### src/rtl/pipe_reg.sv
// pipe_reg: DEPTH-stage valid/ready register pipeline with bubble collapsing.
// Each stage holds a valid bit and a data word. The ready chain lets an
// occupied stage advance whenever the stage ahead is empty or advancing, so a
// stalled output still lets upstream stages fill.
// Optional build macro PIPE_SYNC_CLR_EN adds the clr port (synchronous flush).
module pipe_reg #(
    parameter int unsigned           WIDTH   = 8,
    parameter int unsigned           DEPTH   = 4,
    parameter logic [WIDTH-1:0]      RST_VAL = '0
) (
    input  logic                             clk,
    input  logic                             rst,
`ifdef PIPE_SYNC_CLR_EN
    input  logic                             clr,
`endif
    input  logic                             in_valid,
    output logic                             in_ready,
    input  logic [WIDTH-1:0]                 in_data,
    output logic                             out_valid,
    input  logic                             out_ready,
    output logic [WIDTH-1:0]                 out_data,
    output logic [$clog2(DEPTH+1)-1:0]       count
);

    localparam int unsigned CW = $clog2(DEPTH + 1);

    logic [DEPTH-1:0] v;
    logic [WIDTH-1:0] d    [DEPTH];
    logic [DEPTH:0]   r;
    logic [DEPTH-1:0] up_v;
    logic [WIDTH-1:0] up_d [DEPTH];
    logic             flush;

`ifdef PIPE_SYNC_CLR_EN
    assign flush = clr;
`else
    assign flush = 1'b0;
`endif

    // Ready chain: a stage can take new data if it is empty or its content moves on.
    always_comb begin
        r        = '0;
        r[DEPTH] = out_ready;
        for (int unsigned i = 0; i < DEPTH; i++) begin
            r[DEPTH-1-i] = ~v[DEPTH-1-i] | r[DEPTH-i];
        end
    end

    // Upstream view of each stage: stage 0 sees the input port, others the stage behind.
    always_comb begin
        up_v    = '0;
        up_v[0] = in_valid;
        up_d[0] = in_data;
        for (int unsigned k = 1; k < DEPTH; k++) begin
            up_v[k] = v[k-1];
            up_d[k] = d[k-1];
        end
    end

    // Valid bits: advance along the chain where ready; flush empties every stage.
    always_ff @(posedge clk or posedge rst) begin
        if (rst) begin
            v <= '0;
        end else if (flush) begin
            v <= '0;
        end else begin
            for (int unsigned k = 0; k < DEPTH; k++) begin
                if (r[k]) begin
                    v[k] <= up_v[k];
                end
            end
        end
    end

    // Data registers: load only when a valid word actually moves in; otherwise hold.
    always_ff @(posedge clk or posedge rst) begin
        if (rst) begin
            for (int unsigned k = 0; k < DEPTH; k++) begin
                d[k] <= RST_VAL;
            end
        end else begin
            for (int unsigned k = 0; k < DEPTH; k++) begin
                if (r[k] && up_v[k] && !flush) begin
                    d[k] <= up_d[k];
                end
            end
        end
    end

    // Occupancy: population count of the valid bits.
    always_comb begin
        count = '0;
        for (int unsigned k = 0; k < DEPTH; k++) begin
            count = count + CW'(v[k]);
        end
    end

    assign in_ready  = r[0] & ~flush;
    assign out_valid = v[DEPTH-1];
    assign out_data  = d[DEPTH-1];

endmodule

### config.mk
export PLATFORM = sky130hd
export DESIGN_NAME = pipe_reg
export DESIGN_NICKNAME = d
export VERILOG_FILES = /design/src/rtl/pipe_reg.sv
export SDC_FILE = /design/constraint.sdc
export NUM_CORES = 1
export LEC_CHECK = 0
export BUFFER_PORTS_ARGS = -buffer_cell sky130_fd_sc_hd__buf_4
export CORE_AREA = 2 2 71 73
export DETAILED_ROUTE_END_ITERATION = 12
export DIE_AREA = 0 0 73 75
export GPL_ROUTABILITY_DRIVEN = 0
export PLACE_DENSITY = 0.5
export SYNTH_ARGS = -nofsm -noshare
export SYNTH_HDL_FRONTEND = slang
export SYNTH_SLANG_ARGS = --single-unit
export TNS_END_PERCENT = 30
### constraint.sdc
create_clock -name clk -period 2 [get_ports clk]
set_input_delay 0.4 -clock clk [delete_from_list [all_inputs] [get_ports clk]]
set_output_delay 0.4 -clock clk [all_outputs]
set_load 0.005 [all_outputs]
==> metrics <==
crit end category=output port; CP startpoint kind=register; count of different cell masters after synthesis=13; pre-CTS setup slack=0.106 ns; Reg clk slew, reported paths=0.07 ns; min cycle time layout=2.05 ns; Core Area=4660 µm²; Post-Route WL=2230 µm; yosys warns=0; Post-Syn Area=1470 µm²; Site Rows=25; worst setup margin=-0.0492 ns; GRT Util Overall=9.75%; latest clock arrival within the worst-skew pair=0.28 ns; RSZ-0062 raised after global routing=yes; vias=767; Worst Path Max Fanout=2; reg2reg setup slack=0.52 ns; Final Setup Violations=1; Data arrival, critical path=1.65 ns; sequential element share of the synthesized area=61.2%; GR Overflow Total=0; clk root buf=clkbuf_8; post-detail-place hpwl=1640 µm; DIE HEIGHT=75 µm; max cap viols=0; setup TNS=-0.0492 ns; critical path type=register to output port; Ports=25; placed instance count=165; Final Skew=0.00288 ns; Via density=4.43; first-pass GRT wire length=3940 µm; Fmax=0.488 GHz; Leak=0.800 nW; H-tree depth=2; Placed Area=1680 µm²; Reg area=901 µm²; Horiz. Die Dim=73 µm; fin. max-slew vios=0; Fin. Hold Viols=0; number of global-route vias before repair=838; DRC violations left=0; Die ar.=5480 µm²; routed len/inst=12.9 µm; Port-buffer cells=24; Initial Util=31.6%; share of cells above drive strength 1=62.2%; clk sink count=36; Detailed Route Iter0 Violations=32; Net Count, Synth=108; number of fill cells=435; Yosys reg bits=36; initial antenna violation count=0; failing checks=setup timing; Post-Layout Cell Count=173; Tot Pwr=2.17 mW; Layout Nets=134; Final Instance Area=1810 µm²; P per Cell Area=1200 nW/µm²; first drt pass iteration count=4; multi-input logic area=532 µm²; cells after synthesis=93; largest net degree at the start of global routing=37; Avg Inst Size Synth=15.8 µm²; clock buffer count from CTS=5; CTS tree=done; worst hold path class=input pin to asynchronous set/reset pin; Peak supply drop=0.283 mV; Area growth syn-to-layout=23.2%; fin crit share=102%; Hold Buf Count CTS=0; status=finished with violations; ANT cells=0; worst slew pin tran=0.445 ns; required time worst endpoint=1.60 ns; clock buffer depth=2; Slew headroom=70.3%; DRT antenna net count=0
[layout by cell type, fill, tap and decap left out]
cell type	n
mux2_2	32
dfrtp_1	36
inv_1	2
buf_6	2
nand2b_1	4
or2_2	1
nand4b_4	1
ha_4	2
nand2_1	2
buf_4	25
o21ai_4	1
fa_2	1
nand2_2	2
nand3b_1	1
clkbuf_8	7
[synth_stat cells]
library cell	instances	area, µm²
o21ai_4	1	16.3
inv_1	2	7.51
buf_4	8	60.1
mux2_2	32	360
fa_1	1	20.0
nand2_2	2	12.5
nand2_1	2	7.51
ha_1	2	25.0
nand2b_1	4	25.0
or2_2	1	6.26
dfrtp_1	36	901
nand4b_4	1	23.8
nand3b_1	1	7.51
[critical path: stages (launching register included)]
cell and delay [ns]:
dfrtp_1 0.41, ha_4 0.25, fa_2 0.35, ha_4 0.27
buf_6 0.08
[metal layers]
layer / global-route usage (%) / vias up / part of all wire, % / wire [µm]
met1: 11.5 / 375 / 44 / 982
met5: 0 / - / 0 / 0
met4: 6.79 / 0 / 3.2 / 72
met2: 15.1 / 17 / 49 / 1080
li1: - / 368 / - / -
met3: 3.21 / 7 / 4.2 / 94
[flip-flops by register name, summed over array words and instances, names as in the netlist]
signal,count
out_data,8
d,24
v,4
[power breakdown]
part	leakage (nW)	switching (mW)	total (mW)	internal (mW)
sequential	0.416	0.122	1.09	0.964
clock	0.0503	0.232	0.539	0.306
combinational	0.334	0.177	0.547	0.370
[area by class of cell]
type | count | share of cell area (%)
sequential | 36 | 49.7
clock buffer | 7 | 5.31
timing repair buffer | 27 | 11.6
multi-input combinational | 47 | 29.3
tap | 54 | 3.72
inverter | 2 | 0.414
[worst paths after layout]
check	start	endpoint	cells after the start
max	v[1]	count[1]	4
min	rst	v[2]	3
max reg2reg	v[1]	d[25]	4
min reg2reg	d[11]	out_data[3]	1
max in group asynchronous	rst	d[21]	3
min in group clk	in_data[4]	d[28]	2
[logic make-up after synthesis]
kind of cell             Yosys count  share of synthesized area (%)
flip-flops                        36                           61.2
multiplexers                      32                           24.5
AND/OR/NAND/NOR                   11                           5.61
buffers and inverters             10                           4.59
adder cells (fa/ha/maj)            3                           3.06
AO/OA/AOI/OAI                      1                           1.10
[repair_timing]
item / in CTS / in global routing
gates cloned: 0 / 0
endpoints found under the setup margin: 3 / 3
setup buffers: 1 / 0
pin swaps: 3 / 2
resized for setup: 5 / 0
[through the flow]
step | hold WS, ns | utilization, %
floorplan | 0.475 | -
global placement | 0.490 | 35.9
detailed placement | 0.494 | 35.9
CTS | 0.227 | 38.9
global route | 0.255 | 38.9
finish | 0.214 | 38.9
(Power assumes the default switching activity.)
